<file path="src/rtl/seq_64_bit_subtractor_pkg.sv">
// Shared types and sizing for the sequential borrow-chain subtractor.
package sub_pkg;

  typedef enum logic [1:0] {
    IDLE,
    CALC,
    DONE
  } state_t;

  localparam int unsigned W_DEFAULT     = 64;
  localparam int unsigned CHUNK_DEFAULT = 16;

  // A single-slice configuration still needs a 1-bit counter.
  function automatic int unsigned idx_width(input int unsigned n);
    return (n <= 1) ? 1 : $clog2(n);
  endfunction

  localparam int unsigned NUM_CHUNKS = W_DEFAULT / CHUNK_DEFAULT;
  localparam int unsigned IDX_W      = idx_width(NUM_CHUNKS);

endpackage

</file>
<file path="src/rtl/seq_64_bit_subtractor_borrow_slice.sv">
// One CHUNK-bit slice of the borrow chain: {bout, d} = x - y - bin.
module borrow_slice_subtractor #(
  parameter int unsigned CHUNK = 16
) (
  input  logic [CHUNK-1:0] x,
  input  logic [CHUNK-1:0] y,
  input  logic             bin,
  output logic [CHUNK-1:0] d,
  output logic             bout
);

  logic [CHUNK:0] r;

  // The extra top bit becomes 1 exactly when the slice result goes negative.
  always_comb r = {1'b0, x} - {1'b0, y} - {{CHUNK{1'b0}}, bin};

  assign d    = r[CHUNK-1:0];
  assign bout = r[CHUNK];

endmodule

</file>
<file path="src/rtl/seq_64_bit_subtractor.sv">
// Multi-cycle W-bit subtractor walking a borrow chain one CHUNK slice per clock.
module seq_64_bit_subtractor
  import sub_pkg::*;
#(
  parameter int unsigned W     = 64,
  parameter int unsigned CHUNK = 16
) (
  input  logic         clk,
  input  logic         rst,
  input  logic         start,
  input  logic [W-1:0] a,
  input  logic [W-1:0] b,
  output logic         busy,
  output logic         done,
  output logic [W-1:0] diff,
  output logic         borrow,
  output logic         ovf
);

  localparam int unsigned NCHUNK = W / CHUNK;
  localparam int unsigned IW     = idx_width(NCHUNK);

  state_t          state_q, state_d;
  logic [W-1:0]    a_q, a_d;
  logic [W-1:0]    b_q, b_d;
  logic [W-1:0]    work_q, work_d;
  logic [IW-1:0]   idx_q, idx_d;
  logic            bw_q, bw_d;
  logic [W-1:0]    diff_q, diff_d;
  logic            borrow_q, borrow_d;
  logic            ovf_q, ovf_d;

  logic [CHUNK-1:0] x_sl, y_sl, d_sl;
  logic             bout_sl;
  logic [W-1:0]     a_sh, b_sh, work_next, slice_mask;
  int unsigned      sh;
  logic             last;

  // Slice selection by shifting keeps the mux valid for CHUNK == W as well.
  always_comb begin
    sh         = int'(idx_q) * CHUNK;
    a_sh       = a_q >> sh;
    b_sh       = b_q >> sh;
    x_sl       = a_sh[CHUNK-1:0];
    y_sl       = b_sh[CHUNK-1:0];
    slice_mask = W'({CHUNK{1'b1}}) << sh;
    work_next  = (work_q & ~slice_mask) | (W'(d_sl) << sh);
    last       = (idx_q == IW'(NCHUNK - 1));
  end

  borrow_slice_subtractor #(
    .CHUNK(CHUNK)
  ) u_slice (
    .x   (x_sl),
    .y   (y_sl),
    .bin (bw_q),
    .d   (d_sl),
    .bout(bout_sl)
  );

  always_ff @(posedge clk) begin
    if (rst) begin
      state_q  <= IDLE;
      a_q      <= '0;
      b_q      <= '0;
      work_q   <= '0;
      idx_q    <= '0;
      bw_q     <= 1'b0;
      diff_q   <= '0;
      borrow_q <= 1'b0;
      ovf_q    <= 1'b0;
    end else begin
      state_q  <= state_d;
      a_q      <= a_d;
      b_q      <= b_d;
      work_q   <= work_d;
      idx_q    <= idx_d;
      bw_q     <= bw_d;
      diff_q   <= diff_d;
      borrow_q <= borrow_d;
      ovf_q    <= ovf_d;
    end
  end

  always_comb begin
    state_d  = state_q;
    a_d      = a_q;
    b_d      = b_q;
    work_d   = work_q;
    idx_d    = idx_q;
    bw_d     = bw_q;
    diff_d   = diff_q;
    borrow_d = borrow_q;
    ovf_d    = ovf_q;
    case (state_q)
      IDLE, DONE: begin
        if (start) begin
          a_d     = a;
          b_d     = b;
          work_d  = '0;
          idx_d   = '0;
          bw_d    = 1'b0;
          state_d = CALC;
        end else begin
          state_d = IDLE;
        end
      end
      CALC: begin
        work_d = work_next;
        bw_d   = bout_sl;
        idx_d  = idx_q + 1'b1;
        if (last) begin
          diff_d   = work_next;
          borrow_d = bout_sl;
          ovf_d    = (a_q[W-1] != b_q[W-1]) && (work_next[W-1] != a_q[W-1]);
          idx_d    = '0;
          state_d  = DONE;
        end
      end
      default: state_d = IDLE;
    endcase
  end

  assign busy   = (state_q == CALC);
  assign done   = (state_q == DONE);
  assign diff   = diff_q;
  assign borrow = borrow_q;
  assign ovf    = ovf_q;

endmodule

</file>
<file path="config.mk">
export PLATFORM = sky130hd
export DESIGN_NAME = seq_64_bit_subtractor
export DESIGN_NICKNAME = d
export VERILOG_FILES = /design/src/rtl/seq_64_bit_subtractor_pkg.sv /design/src/rtl/seq_64_bit_subtractor_borrow_slice.sv /design/src/rtl/seq_64_bit_subtractor.sv
export SDC_FILE = /design/constraint.sdc
export NUM_CORES = 1
export LEC_CHECK = 0
export ABC_AREA = 1
export CAP_MARGIN = 20
export CELL_PAD_IN_SITES_DETAIL_PLACEMENT = 0
export CELL_PAD_IN_SITES_GLOBAL_PLACEMENT = 1
export CORE_ASPECT_RATIO = 1.1
export CORE_MARGIN = 4
export CORE_UTILIZATION = 39
export CTS_BUF_LIST = sky130_fd_sc_hd__clkbuf_2 sky130_fd_sc_hd__clkbuf_4 sky130_fd_sc_hd__clkbuf_8
export DETAILED_ROUTE_END_ITERATION = 8
export PLACE_DENSITY = 0.85
export SYNTH_ARGS = -nofsm -noshare
export SYNTH_HDL_FRONTEND = slang
export SYNTH_SLANG_ARGS = --single-unit
</file>
<file path="constraint.sdc">
create_clock -name clk -period 4.01 [get_ports clk]
set_input_delay 0.6015 -clock clk [delete_from_list [all_inputs] [get_ports clk]]
set_output_delay 0.6015 -clock clk [all_outputs]
set_load 0.03 [all_outputs]
</file>
# Yosys cells after proc, flatten, opt, wreduce, memory -nomap -nowiden
# Index checks and enable logic that the tools add are counted.
# classes
add_sub_neg,3
eq_ne,7
n_shift,4
muxes,10
bitwise_logic,3
n_reduce_logical,7
# op_table
operator,n
$pmux W64 S2,1
$shr A64 B6 Y16,2
$and A64 B64 Y64,1
$mux W64,1
$not A64 Y64,1
$or A64 B64 Y64,1
$shl A16 B6 Y64,1
$shl A16 B6 Y64 const A,1
$sub A16 B16 Y17,1
$sub A17 B1 Y17,1
$pmux W2 S2,2
$mux W2,3
$reduce_and A2 Y1,3
$eq A2 B2 Y1 const B,2
$add A2 B1 Y2 const B,1
$eq A2 B1 Y1 const B,1
$logic_not A2 Y1,1
$mux W1,2
$ne A1 B1 Y1,2
$ne A2 B1 Y1 const B,1
$ne A2 B2 Y1 const B,1
$pmux W1 S2,1
$reduce_bool A2 Y1,1
$reduce_or A2 Y1,1
$logic_and A1 B1 Y1,1
# totals
register_bits,263
in_bits,131
out_inout_bits,68
word_cells,43

# Longest topological paths before layout
# depth
ltp_word,7
ltp_mapped,23
depth_no_buf,20

# Hierarchy
# From an unflattened synthesis, not the netlist that was laid out.
# hier_totals
hier_cells,1700
hier_area_um2,11544.8
# by_module_without_submodules
module,instances,cells_per_inst,area_per_inst_um2,seq_area_each_um2
seq_64_bit_subtractor,1,1441,10198.5,4964.8
borrow_slice_subtractor,1,259,1346.3,0.0

# Worst setup path before layout
# Ideal clock, no wire load.
# synth_path
kind,register to register
startpoint,register idx_q[0]
endpoint,register work_q[46]
setup_ns,0.070
arrival_ns,3.128
required_ns,3.940
path_slack_ns,0.812
stages_incl_launch_ff,22
n_path_buf,3
synth_period_minus_slack_ns,3.198
path_cell_list,dfxtp_1 -> buf_6 -> clkbuf_1 -> buf_1 -> nor2_1 -> o22ai_1 -> fa_1 -> inv_1 -> fa_1 -> nand2_1 -> nand2_1 -> nand2_1 -> nand2_1 -> a31oi_1 -> nand4_1 -> nand2_1 -> nand2_1 -> nand2_1 -> nand3_1 -> nand2_1 -> nand2_1 -> a21oi_1
# synth_via
elab_chain_len,6
word_cells_on_any_way,10
classes_between,add/sub (2); shift (4); mux (1); bitwise (3)
# synth_lines
element,line_no,text
"start, declared",seq_64_bit_subtractor.sv:27,"logic [IW-1:0] idx_q, idx_d;"
"start signal, assigned",seq_64_bit_subtractor.sv:77,idx_q <= idx_d;
"$shr A64 B6 Y16, on equally long branches","seq_64_bit_subtractor.sv:42, seq_64_bit_subtractor.sv:43",
$sub A16 B16 Y17,seq_64_bit_subtractor_borrow_slice.sv:15,"always_comb r = {1'b0, x} - {1'b0, y} - {{CHUNK{1'b0}}, bin};"
$sub A17 B1 Y17,seq_64_bit_subtractor_borrow_slice.sv:15,
$shl A16 B6 Y64,seq_64_bit_subtractor.sv:47,work_next = (work_q & ~slice_mask) | (W'(d_sl) << sh);
$or A64 B64 Y64 *,seq_64_bit_subtractor.sv:47,
$pmux W64 S2 *,seq_64_bit_subtractor.sv:95,case (state_q)
"end signal, assigned",seq_64_bit_subtractor.sv:76,work_q <= work_d;
"end, declared",seq_64_bit_subtractor.sv:26,"logic [W-1:0] work_q, work_d;"
# Every way passes the cells marked *; elsewhere a longest branch is shown, timed or not.
# A chain may end at the register's enable or synchronous reset.

# Worst setup path in the final report
# layout_path
startpoint,register idx_q[0]
endpoint,register work_q[42]
# The elaborated chain is that of the path after synthesis.

==> run metrics <==
status=complete, no violations; cts bufs inserted=41; largest net degree at the start of global routing=91; Clk Tree Root Cell=clkbuf_8; Worst-Margin Slew=904 ps; Post-CTS Resized=0; via count=10895; CP top delay family=compound AO/OA/AOI/OAI gates; number of global-route vias before repair=10699; RSZ-0062 raised after global routing=false; highest ir drop seen on vdd=0.220 mV; Final min period=3500 ps; Avg Cell Area, Syn=7.02 um^2; Yosys cell types=41; final wirelength=35100 um; Fin. Hold Viols=0; Top cell by count, worst path=nand2_1; Syn-to-layout area delta=27.4%; ys async rst share=0; remaining antenna violation count=0; cell row count=65; TritonCTS clock tree=done; Post-Syn Instances=1610; Hold-fix buffers, CTS=0; most used flip-flop cell after synthesis=dfxtp_1; Psw=2.39 mW; initial core utilization=0.395; fmax=285 MHz; GPL Wtd Cong=0.855; setup bufs post-CTS=0; Inst Count DP=2079; Clock Skew=37.6 ps; crit path launch type=flop; GRT Total Usage=0.216; first-pass GRT wire length=55800 um; Max Cap Violations=0; internal power=4.76 mW; Filler Cell Count=2869; DIE WIDTH=170 um; Pwr Density=496 nW/um^2; fin cells=2152; Final Cell Area=14400 um^2; CTS Sinks=248; max incr delay on CP=420 ps; crit path max fanout=35; initial antenna violation count=0; routed wl met3=2110 um; combinational share of power=0.275; Final setup viols=0; uppermost layer routed=met4; relative slew slack=0.396; Crit. End Element=flop; Worst-Skew Late Latency=570 ps; leakage power=5.93 nW; YS warnings=0; Hold WS=456 ps; Inserted Diodes=0; DRT Pass-1 Iters=5; DP HPWL=24900 um; share of cells above drive strength 1=0.0746; Met2 Routed Length=16400 um; placed cell areas=13500 um^2; crit-path cells=buf_4 -> o21ai_0 -> o22ai_1 -> ha_1 -> inv_1 -> ha_1 -> nand2_1 -> clkinv_1 -> a21oi_1 -> nand2_1 -> nand2_1 -> nand2_1 -> xor2_2 -> nand3_1 -> nand2_1 -> nand2_1 -> a21oi_1; Remaining Overflow, GRT=0; H-tree depth=2; IO Count=199; clk buf depth=3; wl on met1=15700 um; Crit path required time=4490 ps; Final TNS setup=0 ps; Seq/Total Area, Yosys=0.439; Vias/cell=5.06; Final period util=0.874; Pins Over Slew Limit=0; WP buf/inv=3; Die Y=187 um; final core utilization=0.503; number of flops mapped to enable cells by yosys=0; Switching Share=0.334; Hold Path Class=flop to flop; WL/cell=16.3 um; CP Class=flop to flop; flip-flop and latch count after synthesis=248; die area=31800 um^2; Critical Path AT=3980 ps; Post-Syn Nets=1775; clk slew on worst S/H paths=60 ps; Crit-path slowest cell=dfxtp_2; Synth Cell Area=11300 um^2; drt initial violations=665; final net count=1919; final routed DRC violation total=0; core area=28600 um^2; sequential power share=0.379; IO buf count=198; Clk pwr share=0.346
## registers in the layout, indices dropped and copies added, names as in the netlist
name and flops:
a_q 64, b_q 64, diff 64, work_q 49
idx_q 2, state_q 2, borrow 1, bw_q 1
ovf 1
## layout make-up
type,count,area (um^2),share of cell area
multi-input combinational,1168,5590,0.388
sequential,248,4970,0.345
timing repair buffer,218,2150,0.149
clock buffer,64,825,0.0573
tap,368,460,0.0320
inverter,77,298,0.0207
clock inverter,9,105,0.00730
## power by group through the flow
stage          Clock, mW  Sequential [mW]  Combinational (mW)
6_report            2.48             2.71                1.96
3_5_place_dp           0             2.76                1.95
5_1_grt             2.64             2.72                2.19
3_3_place_gp           0             2.76                1.92
2_1_floorplan          0             2.73                1.36
4_1_cts             2.53             2.71                1.96
## worst paths after layout
kind	start	to	cells past startpoint	slack (ps)
worst min register to register	a_q[10]	a_q[10]	2	460
worst max-delay path	idx_q[0]	work_q[42]	17	510
worst max register to register	idx_q[0]	work_q[42]	17	510
worst min-delay path	a_q[10]	a_q[10]	2	460
## worst register-to-register path: cells and delay by family, from the launching register on
| kind | cells | cell delay, ps |
|---|---|---|
| adder cells (fa/ha/maj) | 2 | 580 |
| AO/OA/AOI/OAI | 4 | 820 |
| flip-flops | 1 | 420 |
| AND/OR/NAND/NOR | 7 | 700 |
| buffers and inverters | 3 | 560 |
| XOR/XNOR | 1 | 340 |
## metrics by stage
stage / setup WS [ps] / total power [mW]
CTS: 506 / 7.19
detailed placement: 537 / 4.71
finish: 507 / 7.14
floorplan: 812 / 4.09
global route: 174 / 7.56
global placement: 591 / 4.68
## cell usage in the layout (no fill, tap or decap), types with 3 or more instances in the layout
master / count
dfxtp_1: 246
o21bai_1: 9
xnor2_1: 3
a31oi_1: 7
nand3_2: 3
nand2_2: 6
clkinv_2: 5
nand3_1: 68
o22ai_1: 15
a32o_1: 13
ha_1: 32
inv_2: 4
a21oi_1: 89
inv_6: 3
nand4_1: 5
a21oi_2: 5
o21ai_1: 13
buf_4: 18
nor2_2: 3
inv_1: 68
xor2_1: 5
o21ai_0: 207
nand2_1: 346
nor2_1: 316
clkdlybuf4s50_1: 197
clkbuf_8: 55
xor2_2: 3
clkbuf_4: 9
## logic make-up (layout without fill, tap and decap cells)
family,Yosys count,in the layout,synth area share
compound gates,367,367,0.178
xor+xnor,11,11,0.0105
fa+ha+maj,34,34,0.0390
buf+inv,194,368,0.0675
flops,248,248,0.439
simple gates,756,756,0.266
## metal layers
layer	vias to the layer above	track usage
met5	-	0
met4	0	0.0670
met3	57	0.0417
met2	335	0.348
met1	4987	0.292
li1	5516	-
## synthesized netlist by cell type (5+ instances only)
master    count  area [um^2]
nand2_1     347         1300
nor2_1      318         1190
dfxtp_1     248         4960
o21ai_0     207         1040
clkbuf_1     95          357
a21oi_1      89          445
inv_1        69          259
nand3_1      68          340
ha_1         32          400
o22ai_1      15         93.8
a32o_1       13          130
o21ai_1      13         65.1
buf_1        10         37.5
o21bai_1      9         67.6
buf_2         8         40.0
a31oi_1       7         43.8
nand2_2       6         37.5
a21oi_2       5         43.8
inv_2         5         18.8
nand4_1       5         31.3
xor2_1        5         43.8
(Power assumes the default switching activity.)
